## config.mk

```make
export PLATFORM = sky130hd
export DESIGN_NAME = ysyx_24120013_wbu
export DESIGN_NICKNAME = d
export VERILOG_FILES = /design/src/rtl/ysyx_24120013_pkg.sv /design/src/rtl/ysyx_24120013_wbu_fifo.sv /design/src/rtl/ysyx_24120013_wbu.sv
export SDC_FILE = /design/constraint.sdc
export NUM_CORES = 2
export LEC_CHECK = 0
export CAP_MARGIN = 10
export CORE_UTILIZATION = 30
export DETAILED_ROUTE_END_ITERATION = 10
export HOLD_SLACK_MARGIN = 0.02
export MAX_ROUTING_LAYER = met4
export PLACE_DENSITY = 0.46
export SETUP_SLACK_MARGIN = 0.4
export SYNTH_ARGS = -nofsm -noshare
export SYNTH_HDL_FRONTEND = slang
export SYNTH_HIERARCHICAL = 1
export SYNTH_SLANG_ARGS = --single-unit
```

## constraint.sdc

```tcl
create_clock -name clk -period 3.9 [get_ports clk]
set_input_delay 0.975 -clock clk [delete_from_list [all_inputs] [get_ports clk]]
set_output_delay 0.975 -clock clk [all_outputs]
set_load 0.1 [all_outputs]
```

## src/rtl/ysyx_24120013_pkg.sv

```systemverilog
// Shared types and constants for the writeback unit.
// The register-file size is selected in the top by YSYX_24120013_RVE_EN.
package ysyx_24120013_pkg;

  localparam int AW       = 5;
  localparam int DW       = 32;
  localparam int REG_ZERO = 0;
  localparam int NREG_I   = 32;
  localparam int NREG_E   = 16;

  typedef struct packed {
    logic          wen;
    logic [AW-1:0] waddr;
    logic [DW-1:0] wdata;
  } wb_entry_t;

  // Index reported on commit: entries that do not write report x0.
  function automatic logic [AW-1:0] commit_idx(input wb_entry_t e);
    return e.wen ? e.waddr : AW'(REG_ZERO);
  endfunction

endpackage

```

## src/rtl/ysyx_24120013_wbu_fifo.sv

```systemverilog
// Small result FIFO between execute and writeback. Exposes the head plus every
// slot in age order (index 0 = oldest) with valid bits so the top can search
// pending writes for read bypass.
module ysyx_24120013_wbu_fifo
  import ysyx_24120013_pkg::*;
#(
  parameter int DEPTH = 2
) (
  input  logic                   clk,
  input  logic                   rst,
  input  logic                   i_push,
  input  wb_entry_t              i_data,
  input  logic                   i_pop,
  output logic                   o_full,
  output logic                   o_empty,
  output wb_entry_t              o_head,
  output wb_entry_t [DEPTH-1:0]  o_entries,
  output logic [DEPTH-1:0]       o_valid
);

  localparam int PW = $clog2(DEPTH);

  wb_entry_t       r_mem [DEPTH];
  logic [PW-1:0]   r_wptr;
  logic [PW-1:0]   r_rptr;
  logic [PW:0]     r_cnt;
  logic            w_push;
  logic            w_pop;

  assign o_full  = (r_cnt == (PW+1)'(DEPTH));
  assign o_empty = (r_cnt == '0);
  assign w_push  = i_push && !o_full;
  assign w_pop   = i_pop && !o_empty;
  assign o_head  = r_mem[r_rptr];

  // Storage, pointers (wrap naturally since DEPTH is a power of two) and occupancy.
  always_ff @(posedge clk or negedge rst) begin
    if (!rst) begin
      for (int i = 0; i < DEPTH; i++) r_mem[i] <= '0;
      r_wptr <= '0;
      r_rptr <= '0;
      r_cnt  <= '0;
    end else begin
      if (w_push) begin
        r_mem[r_wptr] <= i_data;
        r_wptr        <= r_wptr + 1'b1;
      end
      if (w_pop) r_rptr <= r_rptr + 1'b1;
      case ({w_push, w_pop})
        2'b10:   r_cnt <= r_cnt + 1'b1;
        2'b01:   r_cnt <= r_cnt - 1'b1;
        default: r_cnt <= r_cnt;
      endcase
    end
  end

  // Age-ordered view of all slots; slot i is live when fewer than r_cnt ahead of it.
  always_comb begin
    o_entries = '0;
    o_valid   = '0;
    for (int i = 0; i < DEPTH; i++) begin
      o_entries[i] = r_mem[r_rptr + PW'(i)];
      o_valid[i]   = ((PW+1)'(i) < r_cnt);
    end
  end

endmodule

```

## src/rtl/ysyx_24120013_wbu.sv

```systemverilog
// Writeback unit: buffers execute results, retires one per cycle into the
// general-purpose register file and serves two bypassed read ports.
// Define YSYX_24120013_RVE_EN for a 16-entry RV32E register file; otherwise
// all 32 registers exist.
module ysyx_24120013_wbu
  import ysyx_24120013_pkg::*;
#(
  parameter int ADDR_WIDTH = 5,
  parameter int DATA_WIDTH = 32,
  parameter int DEPTH      = 2
) (
  input  logic                  clk,
  input  logic                  rst,
  input  logic                  in_valid,
  output logic                  in_ready,
  input  logic                  in_wen,
  input  logic [ADDR_WIDTH-1:0] in_waddr,
  input  logic [DATA_WIDTH-1:0] in_wdata,
  input  logic                  stall,
  input  logic [ADDR_WIDTH-1:0] raddr1,
  output logic [DATA_WIDTH-1:0] rdata1,
  input  logic [ADDR_WIDTH-1:0] raddr2,
  output logic [DATA_WIDTH-1:0] rdata2,
  output logic                  commit_valid,
  output logic [ADDR_WIDTH-1:0] commit_waddr,
  output logic [31:0]           commit_cnt
);

`ifdef YSYX_24120013_RVE_EN
  localparam int NREG = NREG_E;
`else
  localparam int NREG = NREG_I;
`endif
  localparam int RW = $clog2(NREG);

  wb_entry_t              w_in_entry;
  wb_entry_t              w_head;
  wb_entry_t [DEPTH-1:0]  w_entries;
  logic [DEPTH-1:0]       w_valid;
  logic                   w_full;
  logic                   w_empty;
  logic                   w_push;
  logic                   w_pop;
  logic                   w_head_in_range;
  logic                   w_wr_en;
  logic [ADDR_WIDTH-1:0]  w_raddr [2];
  logic [DATA_WIDTH-1:0]  w_rdata [2];
  logic [1:0]             w_rd_in_range;

  logic [DATA_WIDTH-1:0]  r_regs [NREG];
  logic                   r_commit_valid;
  logic [ADDR_WIDTH-1:0]  r_commit_waddr;
  logic [31:0]            r_commit_cnt;

  assign w_in_entry = '{wen: in_wen, waddr: in_waddr, wdata: in_wdata};
  assign in_ready   = !w_full;
  assign w_push     = in_valid && !w_full;
  assign w_pop      = !stall && !w_empty;

  ysyx_24120013_wbu_fifo #(.DEPTH(DEPTH)) u_fifo (
    .clk       (clk),
    .rst       (rst),
    .i_push    (w_push),
    .i_data    (w_in_entry),
    .i_pop     (w_pop),
    .o_full    (w_full),
    .o_empty   (w_empty),
    .o_head    (w_head),
    .o_entries (w_entries),
    .o_valid   (w_valid)
  );

  assign w_raddr[0] = raddr1;
  assign w_raddr[1] = raddr2;

`ifdef YSYX_24120013_RVE_EN
  assign w_head_in_range  = (w_head.waddr < ADDR_WIDTH'(NREG));
  assign w_rd_in_range[0] = (raddr1 < ADDR_WIDTH'(NREG));
  assign w_rd_in_range[1] = (raddr2 < ADDR_WIDTH'(NREG));
`else
  assign w_head_in_range  = 1'b1;
  assign w_rd_in_range    = 2'b11;
`endif

  // Out-of-range (RV32E) and x0 writes still retire, they just never land.
  assign w_wr_en = w_pop && w_head.wen && (w_head.waddr != ADDR_WIDTH'(REG_ZERO))
                   && w_head_in_range;

  // Register file; x0 is cleared on reset and never written.
  always_ff @(posedge clk or negedge rst) begin
    if (!rst) begin
      for (int i = 0; i < NREG; i++) r_regs[i] <= '0;
    end else if (w_wr_en) begin
      r_regs[w_head.waddr[RW-1:0]] <= w_head.wdata;
    end
  end

  // Commit report: one pulse per retired entry and a free-running retire count.
  always_ff @(posedge clk or negedge rst) begin
    if (!rst) begin
      r_commit_valid <= 1'b0;
      r_commit_waddr <= '0;
      r_commit_cnt   <= '0;
    end else begin
      r_commit_valid <= w_pop;
      r_commit_waddr <= w_pop ? commit_idx(w_head) : '0;
      if (w_pop) r_commit_cnt <= r_commit_cnt + 32'd1;
    end
  end

  // Read ports: register file, overridden by the newest matching pending write,
  // forced to zero for x0 and for indices outside the implemented file.
  always_comb begin
    for (int p = 0; p < 2; p++) begin
      w_rdata[p] = r_regs[w_raddr[p][RW-1:0]];
      for (int i = 0; i < DEPTH; i++) begin
        if (w_valid[i] && w_entries[i].wen && (w_entries[i].waddr == w_raddr[p]))
          w_rdata[p] = w_entries[i].wdata;
      end
      if ((w_raddr[p] == ADDR_WIDTH'(REG_ZERO)) || !w_rd_in_range[p])
        w_rdata[p] = '0;
    end
  end

  assign rdata1       = w_rdata[0];
  assign rdata2       = w_rdata[1];
  assign commit_valid = r_commit_valid;
  assign commit_waddr = r_commit_waddr;
  assign commit_cnt   = r_commit_cnt;

endmodule

```

==> results.toml <==
[global_route]
grt_pass1_vias = 43600
grt_util_all_layers_pct = 23.6
antenna_found_initial = 6
grt_pass1_wl_um = 339000
grt_max_degree = 106
grt.overflow.total = 0

[logic_synthesis]
synth_warnings = 6
ys_ff_latch = 1142
synth_top_flop_cell = "dfrtp_1"
synthArstFlopShare_pct = 100
synth_cell_types = 57
syn_area_mm2 = 0.0614
syn_inst = 4440
post_synth.cell_area_avg_um2 = 13.8
syn_nets = 4497
synth-edff-count = 0
yosysSeqAreaShare_pct = 46.6

[clocking]
clock-sinks = 1142
insertion_delay_ns = 0.79
clk_pin_slew_ns = 0.06
numCtsBuffers = 137
ctsHtreeMaxLevel = 4
ctsHoldBuffers = 0
cts_buffer_depth = 3
cts_tree = "done"
cts-root-buf = "clkbuf_16"

[finish]
syn_to_final_growth_pct = 26.0
drive_above_1_share_pct = 51.6
post-route-util_pct = 38.1
fin_nets = 4881
stdcell_area_mm2 = 0.0773

[routing]
detail_route.iter0.violations = 3297
ant_nets = 0
first_pass_iters = 5
routedWlPerCell_um = 31.4
wl_um = 238000
viasPerCell = 5.57
num_vias = 42300
drc = 0

[sta]
clock_skew_ns = 0.0184
final.min_clock_period_ns = 4.80
hold_viol_final = 0
timing.final.crit_share_pct = 123
worst_pin_slew_ns = 0.999
setup_viol = 64
timing.slew.headroom_pct = 33.2
max_freq_ghz = 0.208
rsz0062_at_grt = "yes"
drv_slew = 0
setup_ws_ns = -0.901

[worst_hold_path]
hold_path_class = "primary input to asynchronous set/reset pin"

[setup_path]
startpoint = "u_fifo/r_rptr$_DFFE_PN0P_"
cp.required_ns = 2.92
rrSetupSlack_ns = 0.60
crit_type = "register to output pin"
start_kind = "register"
arrival_ns = 3.83
rr_startpoint = "u_fifo/r_rptr$_DFFE_PN0P_"
cp-end-kind = "output pin"
worst-path-max-fanout = 8

[power_and_ir_drop]
power_mw = 50.7
ir_drop_v = 0.000389
p_leak_nw = 35.1
power.density_mw_per_mm2 = 656

[floorplan]
start_util_pct = 30.3
die_h_um = 454
die_w_um = 454
io_pins = 155
core.rowCount = 165
die_area_mm2 = 0.206
coreArea_mm2 = 0.203

[placed_design]
io_buffers = 154
gp_congestion = 0.849
placed_cell_area_mm2 = 0.0722
place_hpwl_um = 159000

[run_status]
violations = "negative setup slack"
status = "finished, violations left"

[flow_run]
max_cap_violations = 0
[layout by cell type (no fill, tap or decap), drive strengths merged, types with 6 or more instances in the layout]
| cell | instances |
|---|---|
| a22o | 63 |
| nor3 | 13 |
| bufinv | 6 |
| a211oi | 17 |
| and3 | 9 |
| o21a | 17 |
| o221ai | 31 |
| mux4 | 292 |
| mux2 | 1177 |
| nand2b | 8 |
| nand4 | 10 |
| nand2 | 74 |
| clkdlybuf4s50 | 80 |
| xor2 | 16 |
| nand3 | 21 |
| inv | 7 |
| nor2b | 9 |
| dfrtp | 1142 |
| xnor2 | 39 |
| a2111oi | 31 |
| a221oi | 23 |
| nand3b | 19 |
| a31oi | 15 |
| a221o | 32 |
| clkbuf | 206 |
| o22ai | 174 |
| o21ai | 46 |
| a22oi | 16 |
| nor4 | 42 |
| nor2 | 39 |
| mux2i | 475 |
| clkinv | 22 |
| buf | 671 |
| a21oi | 15 |
| and4 | 17 |
[layer usage]
layer	wire length, um	GRT usage, %	vias up
met5	0	-	-
met4	6300	6.34	0
met3	10900	3.01	314
met2	111000	36.4	1190
met1	110000	32.5	23000
li1	-	-	17800
[worst max-delay path: stages (launching register included)]
cell and delay (ns):
dfrtp_4 0.54, mux2_4 0.36, xor2_1 0.15, or4_4 0.58, o21ai_4 0.19, buf_12 0.14, buf_6 0.10, nor4_4 0.04
buf_12 0.17, buf_12 0.16, a221o_4 0.39, buf_12 0.18
[layout make-up]
class	count	area [um2]
clock buffer	201	4010
fill	19200	125000
sequential	1142	28600
timing repair buffer	756	8980
antenna	4	10.0
tap	2672	3340
inverter	6	22.5
multi-input combinational	2781	32000
clock inverter	34	337
[cells in the mapped netlist (all sizes together), types with 19 or more instances]
cell type / n / area share [%]
nand3b: 19 / 0.23
a22o: 63 / 0.90
a2111oi: 31 / 0.46
dfrtp: 1142 / 47
mux2i: 475 / 7.7
mux2: 1177 / 22
a221o: 32 / 0.52
nor4: 42 / 0.44
nand3: 21 / 0.17
a221oi: 23 / 0.33
clkbuf: 264 / 1.6
o221ai: 31 / 0.44
nand2: 74 / 0.45
nor2: 39 / 0.24
mux4: 292 / 11
o22ai: 174 / 1.8
buf: 247 / 2.3
o21ai: 46 / 0.38
xnor2: 39 / 0.56
[sequential cells by signal, summed over array words and instances (netlist names)]
name	flops
u_fifo/r_rptr	1
commit_cnt	32
u_fifo/r_cnt	2
u_fifo/r_wptr	1
r_regs	1024
u_fifo/r_mem	76
commit_valid	1
commit_waddr	5
[cells by family after synthesis]
| family | Yosys count | share of synthesized area [%] |
|---|---|---|
| buf+inv | 517 | 3.92 |
| compound gates | 484 | 5.75 |
| xor+xnor | 55 | 0.785 |
| fa+ha+maj | 5 | 0.102 |
| mux | 1944 | 40.2 |
| flops | 1142 | 46.6 |
| simple gates | 293 | 2.68 |
[worst paths after layout]
| check | end | cells after the start |
|---|---|---|
| setup reg to reg | r_regs[627]$_DFFE_PN0P_ | 8 |
| max in group asynchronous | r_regs[200]$_DFFE_PN0P_ | 3 |
| hold reg to reg | r_regs[1011]$_DFFE_PN0P_ | 0 |
| setup / recovery | rdata1[20] | 11 |
| hold / removal | r_regs[514]$_DFFE_PN0P_ | 1 |
| min in group clk | r_regs[1011]$_DFFE_PN0P_ | 0 |
[what timing repair did]
action | 4_1_cts | 5_1_grt
setup buffers | 10 | 7
cloned | 1 | 6
gates resized for setup | 45 | 36
setup endpoints to repair | 77 | 64
pin swaps | 12 | 12
[metrics by stage]
stage,setup TNS [ns],hold slack [ns],worst slack (ns),std cells
6_report,-50.93,0.177,-0.901,7596
5_1_grt,-56.84,0.174,-0.983,7594
4_1_cts,-54.29,0.144,-0.945,7579
3_5_place_dp,-32.49,0.383,-0.832,7333
3_3_place_gp,-32.06,0.377,-0.815,7333
2_1_floorplan,0,0.441,0.00144,4440
[where the power goes]
| part | switching [mW] | leakage [nW] | internal (mW) |
|---|---|---|---|
| Sequential | 2.72 | 15.4 | 15.3 |
| Clock | 5.28 | 2.13 | 7.47 |
| Combinational | 11.0 | 17.6 | 8.93 |
Note: power is estimated with default switching activity, not from simulation.
